File: config.mk
export PLATFORM = sky130hd
export DESIGN_NAME = blake2s_msg_packer
export DESIGN_NICKNAME = d
export VERILOG_FILES = /design/src/rtl/blake2s_pkg.sv /design/src/rtl/blake2s_msg_packer.sv
export SDC_FILE = /design/constraint.sdc
export NUM_CORES = 1
export LEC_CHECK = 0
export BUFFER_PORTS_ARGS = -buffer_cell sky130_fd_sc_hd__buf_4
export CORE_AREA = 2 2 240 242
export CTS_BUF_LIST = sky130_fd_sc_hd__clkbuf_4 sky130_fd_sc_hd__clkbuf_8 sky130_fd_sc_hd__clkbuf_16
export CTS_CLUSTER_SIZE = 24
export DETAILED_ROUTE_END_ITERATION = 7
export DIE_AREA = 0 0 242 244
export GPL_ROUTABILITY_DRIVEN = 0
export PLACE_DENSITY = 0.65
export SLEW_MARGIN = 20
export SYNTH_ARGS = -nofsm -noshare
export SYNTH_HDL_FRONTEND = slang
export SYNTH_SLANG_ARGS = --single-unit
File: constraint.sdc
create_clock -name clk -period 4.48 [get_ports clk]
set_input_delay 0.672 -clock clk [delete_from_list [all_inputs] [get_ports clk]]
set_output_delay 0.672 -clock clk [all_outputs]
set_load 0.01 [all_outputs]
File: src/rtl/blake2s_pkg.sv
// Shared constants, FSM state type and byte-lane helpers for the BLAKE2s message packer.
package blake2s_pkg;

  localparam int BLOCK_BYTES = 64;
  localparam int BLOCK_WORDS = 16;

  typedef enum logic {
    FILL = 1'b0,
    OUT  = 1'b1
  } state_e;

  // Byte counts above 4 saturate to a full word.
  function automatic logic [2:0] lane_bytes(input logic [2:0] nbytes);
    return (nbytes > 3'd4) ? 3'd4 : nbytes;
  endfunction

  // Keeps the first nbytes bytes of a word, counted from bits [31:24] downward.
  function automatic logic [31:0] lane_mask(input logic [2:0] nbytes);
    logic [31:0] mask;
    case (lane_bytes(nbytes))
      3'd0:    mask = 32'h0000_0000;
      3'd1:    mask = 32'hFF00_0000;
      3'd2:    mask = 32'hFFFF_0000;
      3'd3:    mask = 32'hFFFF_FF00;
      default: mask = 32'hFFFF_FFFF;
    endcase
    return mask;
  endfunction

endpackage

File: src/rtl/blake2s_msg_packer.sv
// Packs a 32-bit byte stream into zero-padded 512-bit BLAKE2s message blocks and
// tracks the running byte counter t.
module blake2s_msg_packer
  import blake2s_pkg::*;
#(
  parameter int T_WIDTH = 64
) (
  input  logic               clk,
  input  logic               reset_n,
  input  logic [31:0]        s_data,
  input  logic               s_valid,
  input  logic               s_last,
  input  logic [2:0]         s_bytes,
  output logic               s_ready,
  output logic [511:0]       m,
  output logic               m_valid,
  input  logic               m_ready,
  output logic               m_final,
  output logic [T_WIDTH-1:0] m_t
);

  state_e               state_q, state_d;
  logic [3:0]           idx_q, idx_d;
  logic [T_WIDTH-1:0]   cnt_q, cnt_d;
  logic                 final_q, final_d;
  logic [31:0]          words_q [BLOCK_WORDS];
  logic [31:0]          words_d [BLOCK_WORDS];

  always_ff @(posedge clk) begin
    if (!reset_n) begin
      state_q <= FILL;
      idx_q   <= '0;
      cnt_q   <= '0;
      final_q <= 1'b0;
      for (int k = 0; k < BLOCK_WORDS; k++) words_q[k] <= '0;
    end else begin
      state_q <= state_d;
      idx_q   <= idx_d;
      cnt_q   <= cnt_d;
      final_q <= final_d;
      for (int k = 0; k < BLOCK_WORDS; k++) words_q[k] <= words_d[k];
    end
  end

  // Unwritten words stay zero because the buffer is cleared on every load,
  // so padding after the last word comes for free.
  always_comb begin
    state_d = state_q;
    idx_d   = idx_q;
    cnt_d   = cnt_q;
    final_d = final_q;
    for (int k = 0; k < BLOCK_WORDS; k++) words_d[k] = words_q[k];

    case (state_q)
      FILL: begin
        if (s_valid) begin
          words_d[idx_q] = s_last ? (s_data & lane_mask(s_bytes)) : s_data;
          idx_d          = idx_q + 4'd1;
          cnt_d          = cnt_q + (s_last ? T_WIDTH'(lane_bytes(s_bytes)) : T_WIDTH'(4));
          if (s_last) begin
            final_d = 1'b1;
            state_d = OUT;
          end else if (idx_q == 4'd15) begin
            state_d = OUT;
          end
        end
      end
      OUT: begin
        if (m_ready) begin
          for (int k = 0; k < BLOCK_WORDS; k++) words_d[k] = '0;
          idx_d   = '0;
          final_d = 1'b0;
          if (final_q) cnt_d = '0;
          state_d = FILL;
        end
      end
      default: state_d = FILL;
    endcase
  end

  always_comb begin
    m = '0;
    for (int k = 0; k < BLOCK_WORDS; k++) m[511-32*k -: 32] = words_q[k];
  end

  assign s_ready = (state_q == FILL);
  assign m_valid = (state_q == OUT);
  assign m_final = final_q;
  assign m_t     = cnt_q;

  a_m_stable : assert property (@(posedge clk) disable iff (!reset_n)
    (m_valid && !m_ready) |=> $stable(m));

  a_no_overlap : assert property (@(posedge clk) disable iff (!reset_n)
    !(s_ready && m_valid));

endmodule

==> insert_results.sql, run 1 <==
INSERT INTO impl_metrics (metric_group, metric, value, unit) VALUES
('outcome', 'status', 'finished, final reports clean', ''),
('final_layout', 'synthToLayoutAreaGrowth', '30.53', '%'),
('setup_path', 'cp.arrival', '3.76', 'ns'),
('flow_run', 'max_cap_viol_count', '0', ''),
('setup_path', 'endpoint', 'm_t[32]$_SDFFE_PN0P_', ''),
('die', 'die_area', '59050', 'µm²'),
('logic_synthesis', 'sequential_area_share_after_synthesis', '49.84', '%'),
('placement', 'dp.cells', '3926', ''),
('drt', 'wl', '89630', 'µm'),
('final_layout', 'layout-drive-gt1-share', '24.59', '%'),
('clock_tree', 'root_buffer', 'sky130_fd_sc_hd__clkbuf_16', ''),
('grt', 'grt_use_total', '29.22', '%'),
('logic_synthesis', 'post_synth_instance_area', '23380', 'µm²'),
('grt', 'globalRoute.totalOverflow', '0', ''),
('die', 'io_pins', '619', ''),
('setup_path', 'critical_path.reg2reg.startpoint', 'm_t[0]$_SDFFE_PN0P_', ''),
('grt', 'grt_max_degree', '289', ''),
('sta', 'max_freq', '311.0', 'MHz'),
('sta', 'timing.final.crit_period', '3.216', 'ns'),
('final_layout', 'stdcell_count', '4040', ''),
('sta', 'worst_slew_margin_rel', '19.29', '%'),
('setup_path', 'rr_worst_depth', '9', ''),
('logic_synthesis', 'yosysTopAreaCell', 'sky130_fd_sc_hd__dfxtp_1', ''),
('min_path', 'timing.hold.worst_path_depth', '3', ''),
('final_layout', 'num-fill-cells', '5273', ''),
('setup_path', 'worst_setup_path_end_kind', 'register', ''),
('setup_path', 'timing.critical_path.fanout_max', '23', ''),
('logic_synthesis', 'synth_top_cell_area_share', '49.84', '%'),
('die', 'starting_density_of_the_core', '41.62', '%'),
('setup_path', 'timing.critical_path.required', '5.02', 'ns'),
('logic_synthesis', 'synthDistinctLibCells', '55', ''),
('drt', 'overall_via_count_from_detail_route', '21973', ''),
('power', 'cellPowerDensity', '366.3', 'nW/µm²'),
('logic_synthesis', 'ys.flop_type', 'sky130_fd_sc_hd__dfxtp_1', ''),
('clock_tree', 'clock_sink_count', '582', ''),
('drt', 'via_per_inst', '5.439', ''),
('drt', 'drtAntennaViolNets', '0', ''),
('clock_tree', 'clock_latency', '0.63', 'ns'),
('sta', 'final_critical_path_share_of_the_clock_period', '71.78', '%'),
('clock_tree', 'cts-resized-gates', '0', ''),
('sta', 'slew_at_the_pin_closest_to_its_max_slew_limit', '1.208', 'ns'),
('die', 'fp.dieW', '242', 'µm'),
('logic_synthesis', 'post_synth_inst_count', '2780', ''),
('die', 'std_cell_rows', '87', ''),
('die', 'core_area', '56170', 'µm²'),
('setup_path', 'setup.worst_path.class', 'in2reg', ''),
('power', 'worst_ir_drop_vdd', '0.3393', 'mV'),
('clock_tree', 'maximum_clock_path_buffer_count', '3', ''),
('drt', 'initialDrtViolationCount', '1870', ''),
('setup_path', 'r2r_setup_slack', '1.80', 'ns'),
('final_layout', 'layout_common_cells', 'sky130_fd_sc_hd__buf_4 (654), sky130_fd_sc_hd__dfxtp_1 (582), sky130_fd_sc_hd__o21ai_0 (545), sky130_fd_sc_hd__nand3_1 (538), sky130_fd_sc_hd__and2_1 (519)', ''),
('die', 'floorplan.die.height', '244', 'µm'),
('clock_tree', 'cts_tree', 'built', ''),
('logic_synthesis', 'synthTopCellsByArea', 'sky130_fd_sc_hd__dfxtp_1 (50%), sky130_fd_sc_hd__and2_1 (14%), sky130_fd_sc_hd__nand3_1 (12%), sky130_fd_sc_hd__o21ai_0 (12%), sky130_fd_sc_hd__clkbuf_1 (3.8%)', ''),
('final_layout', 'design.final.nets', '3281', ''),
('placement', 'dp_hpwl', '59210', 'µm'),
('grt', 'number_of_antenna_violations_at_the_first_check_in_global_routing', '6', ''),
('sta', 'maxSlewViolCount', '0', ''),
('drt', 'drt_pass1_iterations', '5', ''),
('placement', 'place.port_buffers', '618', ''),
('final_layout', 'layout_commonest_cell', 'sky130_fd_sc_hd__buf_4', ''),
('sta', 'tns', '0', 'ns'),
('clock_tree', 'clk_pin_slew_worst_paths', '0.06', 'ns'),
('sta', 'clock_tree_skew_after_final_layout', '0.03267', 'ns'),
('grt', 'first_global_vias', '20297', ''),
('setup_path', 'worstSetupStartpoint', 's_last', ''),
('min_path', 'timing.hold.worst.class', 'in2reg', ''),
('logic_synthesis', 'synth_enable_flop_cells', '0', ''),
('drt', 'wl_per_cell', '22.18', 'µm'),
('clock_tree', 'cts_buffers', '61', ''),
('drt', 'drc', '0', '');
[critical path, cell delays in order]
cell                        delay, ns
sky130_fd_sc_hd__buf_4           0.09
sky130_fd_sc_hd__nor2b_1         0.30
sky130_fd_sc_hd__clkinv_1        0.11
sky130_fd_sc_hd__buf_4           0.20
sky130_fd_sc_hd__nor2_1          0.11
sky130_fd_sc_hd__ha_1            0.18
sky130_fd_sc_hd__inv_1           0.06
sky130_fd_sc_hd__fa_1            0.38
sky130_fd_sc_hd__nor2b_1         0.12
sky130_fd_sc_hd__buf_4           0.15
sky130_fd_sc_hd__o2111ai_1       0.15
sky130_fd_sc_hd__or3_4           0.54
sky130_fd_sc_hd__or4_1           0.53
sky130_fd_sc_hd__a21oi_1         0.14
[synth_stat cells (all sizes together), types with 12 or more instances]
library cell and count:
or3 34, dfxtp 582, o21ai 546, a21oi 40, xor2 12, and3 14, clkbuf 234, buf 34
nand2 62, nand3 550, nor2 29, and2 519, nand4 28
[state kept, by name, summed over array words and instances (netlist names)]
signal / count
idx_q: 4
m_t: 64
words_q: 512
m_valid: 1
m_final: 1
[per-stage QoR]
step / instance area [µm²] / worst slack (ns) / util, % / hold WS, ns
finish: 30510 / 1.264 / 54.32 / 0.3521
global route: 30510 / 1.033 / 54.31 / 0.3595
floorplan: 23380 / 1.120 / - / 0.4959
detailed placement: 28370 / 0.6509 / 50.50 / 0.4831
global placement: 28360 / 0.6852 / 50.49 / 0.4689
CTS: 30510 / 1.299 / 54.31 / 0.3153
[per-layer routing]
metal | up-vias | share of wire [%] | track usage, %
met4 | 0 | 4.9 | 13.85
met5 | - | 0 | 0
met3 | 190 | 7.8 | 6.135
li1 | 10454 | - | -
met1 | 10497 | 40 | 36.61
met2 | 832 | 48 | 48.17
[layout make-up]
type	instances	area (µm²)	area share (%)
Tap cell	756	945.9	3.100
Multi-Input combinational cell	1918	10720	35.15
Sequential cell	582	11650	38.18
Antenna cell	2	5.005	0.01640
Inverter	11	41.29	0.1353
Clock inverter	20	257.7	0.8447
Timing Repair Buffer	659	5005	16.40
Clock buffer	92	1883	6.171
[how the worst min path moves through the flow]
stage                              start                   end
global placement    m_t[63]$_SDFFE_PN0P_  m_t[63]$_SDFFE_PN0P_
detailed placement   m_t[0]$_SDFFE_PN0P_   m_t[0]$_SDFFE_PN0P_
CTS                               s_last  m_final$_SDFFE_PN0P_
finish                            s_last  m_final$_SDFFE_PN0P_
global route                      s_last  m_final$_SDFFE_PN0P_
floorplan           m_t[63]$_SDFFE_PN0P_  m_t[63]$_SDFFE_PN0P_
[cell families (layout without fill, tap and decap cells)]
group | count (synthesis) | count (layout) | share of synthesized area [%]
simple gates | 1277 | 1277 | 30.80
compound gates | 611 | 611 | 13.46
flops | 582 | 582 | 49.84
buf+inv | 280 | 782 | 4.614
xor+xnor | 22 | 22 | 0.8243
fa+ha+maj | 8 | 8 | 0.4603
other cells | 0 | 2 | 0
[power by group]
group / total (W) / internal (W) / switching [W]
clock: 0.00534 / 0.00318 / 0.00216
sequential: 0.00524 / 0.00521 / 0.0000293
combinational: 0.000593 / 0.000143 / 0.000450
total: 0.0112 / 0.00854 / 0.00264
Power figures use the tool's default switching activity.
==> run 2, diff against run 1 <==
- clock period: 4.48 -> 3.25 ns (I/O delays scaled with it)
==> run 2 against run 1 <==
  * Critical path depth fell by 1
  * Utilization rose by 0.60 points
  * Clock skew rose by 0.0081 ns
  * Clock power rose by 40%
  * First-iteration DRC count fell by 9.6%
  * Cell count rose by 0.84%
  * Register-to-register slack got worse by 1.1 ns
  * Hold slack got worse by 0.15 ns
  * Design area rose by 1.1%
  * Critical endpoint is now m_t[42]$_SDFFE_PN0P_
  * Largest power group unchanged
==> insert_results.sql, run 2 (synthesis gave the netlist of run 1 again) <==
INSERT INTO impl_metrics (metric_group, metric, value, unit) VALUES
('drt', 'drt_pass1_iterations', '6', ''),
('clock_tree', 'maximum_clock_path_buffer_count', '3', ''),
('sta', 'final-setup-viol-count', '0', ''),
('setup_path', 'timing.critical_path.from_type', 'input port', ''),
('sta', 'final_critical_path_setup_slack', '0.6700', 'ns'),
('grt', 'grt_use_total', '28.73', '%'),
('min_path', 'timing.hold.worst.class', 'in2reg', ''),
('final_layout', 'ff_latch_area', '11650', 'µm²'),
('final_layout', 'layout_commonest_cell', 'sky130_fd_sc_hd__buf_4', ''),
('sta', 'maxSlewViolCount', '0', ''),
('drt', 'via_per_inst', '5.376', ''),
('sta', 'hold-worst-slack', '0.2063', 'ns'),
('placement', 'place.port_buffers', '618', ''),
('die', 'io_pins', '619', ''),
('setup_path', 'r2r_end', 'm_t[42]$_SDFFE_PN0P_', ''),
('drt', 'wl_per_cell', '21.88', 'µm'),
('die', 'std_cell_rows', '87', ''),
('sta', 'final_critical_path_share_of_the_clock_period', '79.38', '%'),
('setup_path', 'cp.arrival', '3.10', 'ns'),
('drt', 'initialDrtViolationCount', '1691', ''),
('final_layout', 'num-fill-cells', '5182', ''),
('final_layout', 'design.final.nets', '3313', ''),
('die', 'starting_density_of_the_core', '41.62', '%'),
('sta', 'report.final.hold_viol_count', '0', ''),
('grt', 'globalRoute.totalOverflow', '0', ''),
('final_layout', 'layout-drive-gt1-share', '25.25', '%'),
('placement', 'pre_cts_ws', '0.07461', 'ns'),
('die', 'fp.dieW', '242', 'µm'),
('power', 'worst_ir_drop_vdd', '0.4066', 'mV'),
('final_layout', 'final_design_area_no_fill', '30850', 'µm²'),
('clock_tree', 'cts-resized-gates', '0', ''),
('final_layout', 'multiInputGateArea', '10720', 'µm²'),
('grt', 'number_of_antenna_violations_at_the_first_check_in_global_routing', '6', ''),
('sta', 'slew_at_the_pin_closest_to_its_max_slew_limit', '0.9525', 'ns'),
('clock_tree', 'clock_sink_count', '582', ''),
('setup_path', 'critical_path.reg2reg.startpoint', 'm_t[0]$_SDFFE_PN0P_', ''),
('sta', 'tns', '0', 'ns'),
('clock_tree', 'clk_pin_slew_worst_paths', '0.06', 'ns'),
('clock_tree', 'cts_buffers', '60', ''),
('placement', 'dp_hpwl', '59660', 'µm'),
('final_layout', 'largest_reg_flops', '512', ''),
('sta', 'worst_slew_margin_rel', '36.07', '%'),
('grt', 'global_route.usage.met3', '6.541', '%'),
('sta', 'clock_tree_skew_after_final_layout', '0.04076', 'ns'),
('drt', 'drc', '0', ''),
('grt', 'first_global_vias', '20163', ''),
('drt', 'wl', '89150', 'µm'),
('final_layout', 'most_flops_register', 'words_q', ''),
('clock_tree', 'ctsHoldBuffers', '0', ''),
('grt', 'global_route.usage.met1', '36.05', '%'),
('power', 'cellPowerDensity', '504.8', 'nW/µm²'),
('final_layout', 'layout_common_cells', 'sky130_fd_sc_hd__buf_4 (683), sky130_fd_sc_hd__dfxtp_1 (582), sky130_fd_sc_hd__o21ai_0 (545), sky130_fd_sc_hd__nand3_1 (538), sky130_fd_sc_hd__and2_1 (519)', ''),
('flow_run', 'max_cap_viol_count', '0', ''),
('setup_path', 'timing.critical_path.fanout_max', '11', ''),
('setup_path', 'timing.critical_path.required', '3.77', 'ns'),
('grt', 'global_route.usage.met2', '47.96', '%'),
('die', 'core_area', '56170', 'µm²'),
('sta', 'rsz0062_at_grt', 'no', ''),
('drt', 'drtAntennaViolNets', '0', ''),
('clock_tree', 'clock_latency', '0.63', 'ns'),
('power', 'lkg_pwr', '12.94', 'nW'),
('sta', 'max_freq', '387.6', 'MHz'),
('die', 'floorplan.die.height', '244', 'µm'),
('clock_tree', 'cts_tree', 'built', ''),
('setup_path', 'setup.worst_path.class', 'in2reg', ''),
('clock_tree', 'cts-htree-levels', '2', ''),
('setup_path', 'worst_setup_path_end_kind', 'register', ''),
('clock_tree', 'post_cts_setup_buffer_count', '0', ''),
('drt', 'overall_via_count_from_detail_route', '21902', ''),
('outcome', 'status', 'finished, final reports clean', ''),
('min_path', 'worstHoldEndpoint', 'm_t[0]$_SDFFE_PN0P_', ''),
('setup_path', 'rr_worst_depth', '9', ''),
('die', 'die_area', '59050', 'µm²'),
('min_path', 'timing.hold.worst_path_depth', '3', ''),
('setup_path', 'r2r_setup_slack', '0.68', 'ns'),
('placement', 'place_area', '28660', 'µm²'),
('final_layout', 'synthToLayoutAreaGrowth', '31.98', '%'),
('min_path', 'hold_path_startpoint', 's_valid', ''),
('grt', 'gr_peak_layer', 'met2', ''),
('grt', 'grt_max_degree', '149', ''),
('sta', 'timing.final.crit_period', '2.580', 'ns'),
('clock_tree', 'root_buffer', 'sky130_fd_sc_hd__clkbuf_16', ''),
('grt', 'grt_first_pass_wirelength', '131000', 'µm');
-- run 2: cell count changes in the layout (fill, tap and decap cells not counted) --
cell,previous run,this run
sky130_fd_sc_hd__clkinvlp_4,0,1
sky130_fd_sc_hd__nand2_1,56,59
sky130_fd_sc_hd__bufinv_16,5,7
sky130_fd_sc_hd__buf_4,654,683
sky130_fd_sc_hd__diode_2,2,3
sky130_fd_sc_hd__clkbuf_4,13,8
sky130_fd_sc_hd__nand2_2,5,2
sky130_fd_sc_hd__clkbuf_16,62,61
sky130_fd_sc_hd__buf_12,4,8
sky130_fd_sc_hd__clkbuf_8,17,20
-- run 2: final cells by class --
class,count,area share (%)
clock buffer,89,6.035
clock inverter,23,1.054
multi-input combinational,1918,34.74
sequential,582,37.76
tap,756,3.066
antenna,3,0.02433
inverter,11,0.1338
timing repair buffer,692,17.19
-- run 2: critical path, stage by stage --
cell and delay, ns:
sky130_fd_sc_hd__buf_4 0.11, sky130_fd_sc_hd__nor2b_1 0.16, sky130_fd_sc_hd__clkinv_1 0.11, sky130_fd_sc_hd__nor2_1 0.11
sky130_fd_sc_hd__ha_1 0.18, sky130_fd_sc_hd__inv_1 0.06, sky130_fd_sc_hd__fa_1 0.37, sky130_fd_sc_hd__nor2b_1 0.18
sky130_fd_sc_hd__o2111ai_1 0.17, sky130_fd_sc_hd__or3_4 0.49, sky130_fd_sc_hd__buf_4 0.18, sky130_fd_sc_hd__or3_1 0.34
sky130_fd_sc_hd__a21oi_1 0.16
-- run 2: worst max-delay path by stage --
stage / depth (start not counted) / to / slack [ns] / startpoint
final: 13 / m_t[42]$_SDFFE_PN0P_ / 0.67 / s_bytes[2]
after global routing: 9 / m_t[60]$_SDFFE_PN0P_ / 0.51 / m_t[0]$_SDFFE_PN0P_
after CTS: 9 / m_t[42]$_SDFFE_PN0P_ / 0.69 / m_t[0]$_SDFFE_PN0P_
after detailed placement: 13 / m_t[42]$_SDFFE_PN0P_ / 0.07 / s_bytes[2]
after global placement: 12 / m_t[32]$_SDFFE_PN0P_ / 0.06 / s_bytes[2]
after floorplan: 14 / m_t[26]$_SDFFE_PN0P_ / 0.07 / s_last
-- run 2: power breakdown --
| part | total, W | switching (W) | internal [W] |
|---|---|---|---|
| registers | 0.00723 | 0.0000385 | 0.00719 |
| clock network | 0.00749 | 0.00298 | 0.00451 |
| logic | 0.000859 | 0.000630 | 0.000230 |
-- run 2: metrics by stage --
stage,total power (W),utilization [%],instances
finish,0.01558,54.93,4074
CTS,0.01570,54.91,4071
floorplan,0.007760,-,2780
global placement,0.008219,51.02,3959
global route,0.01601,54.91,4071
detailed placement,0.008235,51.02,3959
-- run 2: routing by layer --
metal	vias to the layer above	routed length [µm]
met4	0	3658
met1	10454	36560
li1	10504	-
met2	770	42470
met5	-	0
met3	174	6463
==> run 3, diff against run 2 <==
- CORE_AREA: 2 2 240 242 -> 2 2 238 240
- DIE_AREA: 0 0 242 244 -> 0 0 240 242
- PLACE_DENSITY: 0.65 -> 0.69
- clock period: 3.25 -> 2.3 ns (I/O delays scaled with it)
==> run 3 against run 2 <==
  * Sequential share of layout area down 1.0 points
  * Wire length up 0.75%
  * First-iteration DRC count up 19%
  * Clock-buffer cell count down 10
  * Hold slack worse by 0.15 ns
  * Design area up 2.8%
  * Clock power up 36%
  * Non-clock buffer count up 49
  * Worst setup slack worse by 0.66 ns
  * Sequential cell count unchanged
  * Critical endpoint is now m_t[44]$_SDFFE_PN0P_
  * Critical path type is now reg2reg
  * Combinational power up 55%
  * Global-route usage up 1.0 points
==> insert_results.sql, run 3 (synthesis gave the netlist of run 1 again) <==
INSERT INTO impl_metrics (metric_group, metric, value, unit) VALUES
('power', 'p_clk_share', '46.9', '%'),
('grt', 'first_global_vias', '21170', ''),
('sta', 'timing.final.crit_period', '2.287', 'ns'),
('setup_path', 'cell_repeated_most_along_the_worst_path', 'sky130_fd_sc_hd__or3_4', ''),
('clock_tree', 'cts-htree-levels', '2', ''),
('final_layout', 'synthToLayoutAreaGrowth', '35.63', '%'),
('setup_path', 'timing.critical_path.required', '2.83', 'ns'),
('placement', 'place.port_buffers', '618', ''),
('final_layout', 'layout.core_utilization', '56.89', '%'),
('setup_path', 'worstPathCellList', 'ha_4, inv_2, fa_2, nor2b_4, o2111ai_4, buf_6, or3_4, or3_4, a21oi_2', ''),
('die', 'floorplan.die.height', '242', 'µm'),
('final_layout', 'design.final.nets', '3363', ''),
('clock_tree', 'clock_latency', '0.63', 'ns'),
('final_layout', 'most_flops_register', 'words_q', ''),
('drt', 'drtAntennaViolNets', '0', ''),
('drt', 'drc', '0', ''),
('final_layout', 'num-fill-cells', '4958', ''),
('drt', 'overall_via_count_from_detail_route', '22583', ''),
('sta', 'worst_slew_margin_rel', '38.42', '%'),
('clock_tree', 'clock_sink_count', '582', ''),
('sta', 'rsz0062_at_grt', 'yes', ''),
('power', 'lkg_pwr', '13.34', 'nW'),
('power', 'worst_ir_drop_vdd', '0.6119', 'mV'),
('drt', 'via_per_inst', '5.483', ''),
('clock_tree', 'clk_pin_slew_worst_paths', '0.06', 'ns'),
('sta', 'slew_at_the_pin_closest_to_its_max_slew_limit', '0.9175', 'ns'),
('min_path', 'timing.hold.worst.class', 'in2reg', ''),
('flow_run', 'max_cap_viol_count', '0', ''),
('die', 'std_cell_rows', '87', ''),
('setup_path', 'critical-path-max-stage-delay', '0.43', 'ns'),
('drt', 'wl', '89820', 'µm'),
('sta', 'max_freq', '437.3', 'MHz'),
('power', 'cellPowerDensity', '685.2', 'nW/µm²'),
('grt', 'number_of_antenna_violations_at_the_first_check_in_global_routing', '6', ''),
('drt', 'initialDrtViolationCount', '2017', ''),
('sta', 'clock_tree_skew_after_final_layout', '0.04455', 'ns'),
('sta', 'maxSlewViolCount', '0', ''),
('clock_tree', 'root_buffer', 'sky130_fd_sc_hd__clkbuf_16', ''),
('power', 'intPower', '0.01658', 'W'),
('power', 'power.switching', '0.005140', 'W'),
('setup_path', 'worst_setup_path_end_kind', 'register', ''),
('power', 'pwr-share-seq', '47.0', '%'),
('final_layout', 'largest_reg_flops', '512', ''),
('setup_path', 'critical_path_buf_inv_count', '2', ''),
('die', 'core_area', '55730', 'µm²'),
('setup_path', 'cp.arrival', '2.81', 'ns'),
('outcome', 'status', 'finished, final reports clean', ''),
('die', 'starting_density_of_the_core', '41.94', '%'),
('die', 'die_area', '58080', 'µm²'),
('die', 'io_pins', '619', ''),
('drt', 'drt_pass1_iterations', '6', ''),
('final_layout', 'layout-drive-gt1-share', '26.87', '%'),
('drt', 'wl_per_cell', '21.81', 'µm'),
('final_layout', 'stdcell_count', '4119', ''),
('final_layout', 'layout_common_cells', 'sky130_fd_sc_hd__buf_4 (692), sky130_fd_sc_hd__dfxtp_1 (581), sky130_fd_sc_hd__o21ai_0 (541), sky130_fd_sc_hd__nand3_1 (537), sky130_fd_sc_hd__and2_1 (519)', ''),
('clock_tree', 'maximum_clock_path_buffer_count', '3', ''),
('clock_tree', 'cts_buffers', '59', ''),
('sta', 'final_critical_path_share_of_the_clock_period', '99.41', '%'),
('sta', 'final-setup-viol-count', '0', ''),
('placement', 'dp.cells', '4002', ''),
('final_layout', 'layout_commonest_cell', 'sky130_fd_sc_hd__buf_4', ''),
('power', 'switching_share', '23.66', '%'),
('setup_path', 'crit_path_top_delay_cell', 'sky130_fd_sc_hd__or3_4', ''),
('grt', 'globalRoute.totalOverflow', '0', ''),
('setup_path', 'setup.worst_path.class', 'reg2reg', ''),
('grt', 'grt_max_degree', '129', ''),
('power', 'comb_power_share', '6.1', '%'),
('sta', 'report.final.hold_viol_count', '0', ''),
('setup_path', 'timing.critical_path.from_type', 'register', ''),
('setup_path', 'timing.critical_path.fanout_max', '6', ''),
('grt', 'grt_use_total', '29.74', '%'),
('die', 'fp.dieW', '240', 'µm'),
('setup_path', 'crit_family', 'simple AND/OR/NAND/NOR gates', ''),
('clock_tree', 'cts_tree', 'built', ''),
('grt', 'grt_first_pass_wirelength', '132500', 'µm'),
('placement', 'dp_hpwl', '60510', 'µm');
[run 3: cell types whose count changed in the layout (fill, tap and decap cells not counted), moves of 4 or more]
cell,before,now
sky130_fd_sc_hd__o21ai_1,1,5
sky130_fd_sc_hd__a21oi_1,40,36
sky130_fd_sc_hd__a21oi_2,0,4
sky130_fd_sc_hd__clkbuf_8,20,10
sky130_fd_sc_hd__or3_4,2,9
sky130_fd_sc_hd__o21ai_0,545,541
sky130_fd_sc_hd__buf_4,683,692
sky130_fd_sc_hd__buf_12,8,44
[run 3: metrics by stage]
step / instance area, µm² / hold WS, ns / total power [W] / setup slack, ns / setup TNS [ns]
after floorplan: 23400 / 0.4959 / 0.01097 / -0.3399 / -4.138
after global placement: 29460 / 0.4911 / 0.01173 / -0.4739 / -12.25
after detailed placement: 29460 / 0.4903 / 0.01175 / -0.5312 / -15.23
after CTS: 31640 / 0.03883 / 0.02183 / -0.03516 / -0.1474
after global routing: 31700 / 0.05350 / 0.02231 / -0.05311 / -0.1814
final: 31710 / 0.05919 / 0.02172 / 0.01346 / 0
[run 3: routing by layer]
layer	global-route usage, %	vias to the layer above	share of wire, %
met5	0	-	0
met2	48.61	959	47
met1	37.42	10806	40
met3	6.484	203	8.3
li1	-	10615	-
met4	13.43	0	5.0
[run 3: cell type report]
type,instances,area [µm²],share of cell area [%]
tap,756,945.9,2.983
antenna,2,5.005,0.01579
clock buffer,79,1707,5.383
multi-input combinational,1920,10850,34.22
clock inverter,28,370.4,1.168
inverter,11,46.29,0.1460
timing repair buffer,741,6130,19.33
sequential,582,11650,36.75
[run 3: worst paths after layout]
path | startpoint | to | slack, ns | cells past startpoint
worst max-delay path | m_t[0]$_SDFFE_PN0P_ | m_t[44]$_SDFFE_PN0P_ | 0.01 | 9
worst min register to register | m_t[36]$_SDFFE_PN0P_ | m_t[36]$_SDFFE_PN0P_ | 0.51 | 2
worst min-delay path | s_valid | m_t[0]$_SDFFE_PN0P_ | 0.06 | 3
worst max register to register | m_t[0]$_SDFFE_PN0P_ | m_t[44]$_SDFFE_PN0P_ | 0.01 | 9
[run 3: power groups by stage]
stage               clock network (W)  logic (W)  registers (W)
detailed placement                  0    0.00132         0.0104
global placement                    0    0.00130         0.0104
floorplan                           0   0.000514         0.0105
finish                         0.0102    0.00133         0.0102
global route                   0.0107    0.00141         0.0102
CTS                            0.0103    0.00132         0.0102
[run 3: repair_timing]
item | 4_1_cts | 5_1_grt
endpoints found under the setup margin | 16 | 24
endpoints found under the hold margin | 0 | 0
pin swaps | 9 | 12
cloned | 3 | 0
resized for setup | 14 | 10
hold buffers | 0 | 0
setup buffers | 3 | 2
[run 3: worst register-to-register path, stage by stage (launching register included)]
cell and delay [ns]:
sky130_fd_sc_hd__dfxtp_2 0.35, sky130_fd_sc_hd__ha_4 0.14, sky130_fd_sc_hd__inv_2 0.03, sky130_fd_sc_hd__fa_2 0.36, sky130_fd_sc_hd__nor2b_4 0.17, sky130_fd_sc_hd__o2111ai_4 0.13, sky130_fd_sc_hd__buf_6 0.15, sky130_fd_sc_hd__or3_4 0.43
sky130_fd_sc_hd__or3_4 0.35, sky130_fd_sc_hd__a21oi_2 0.13
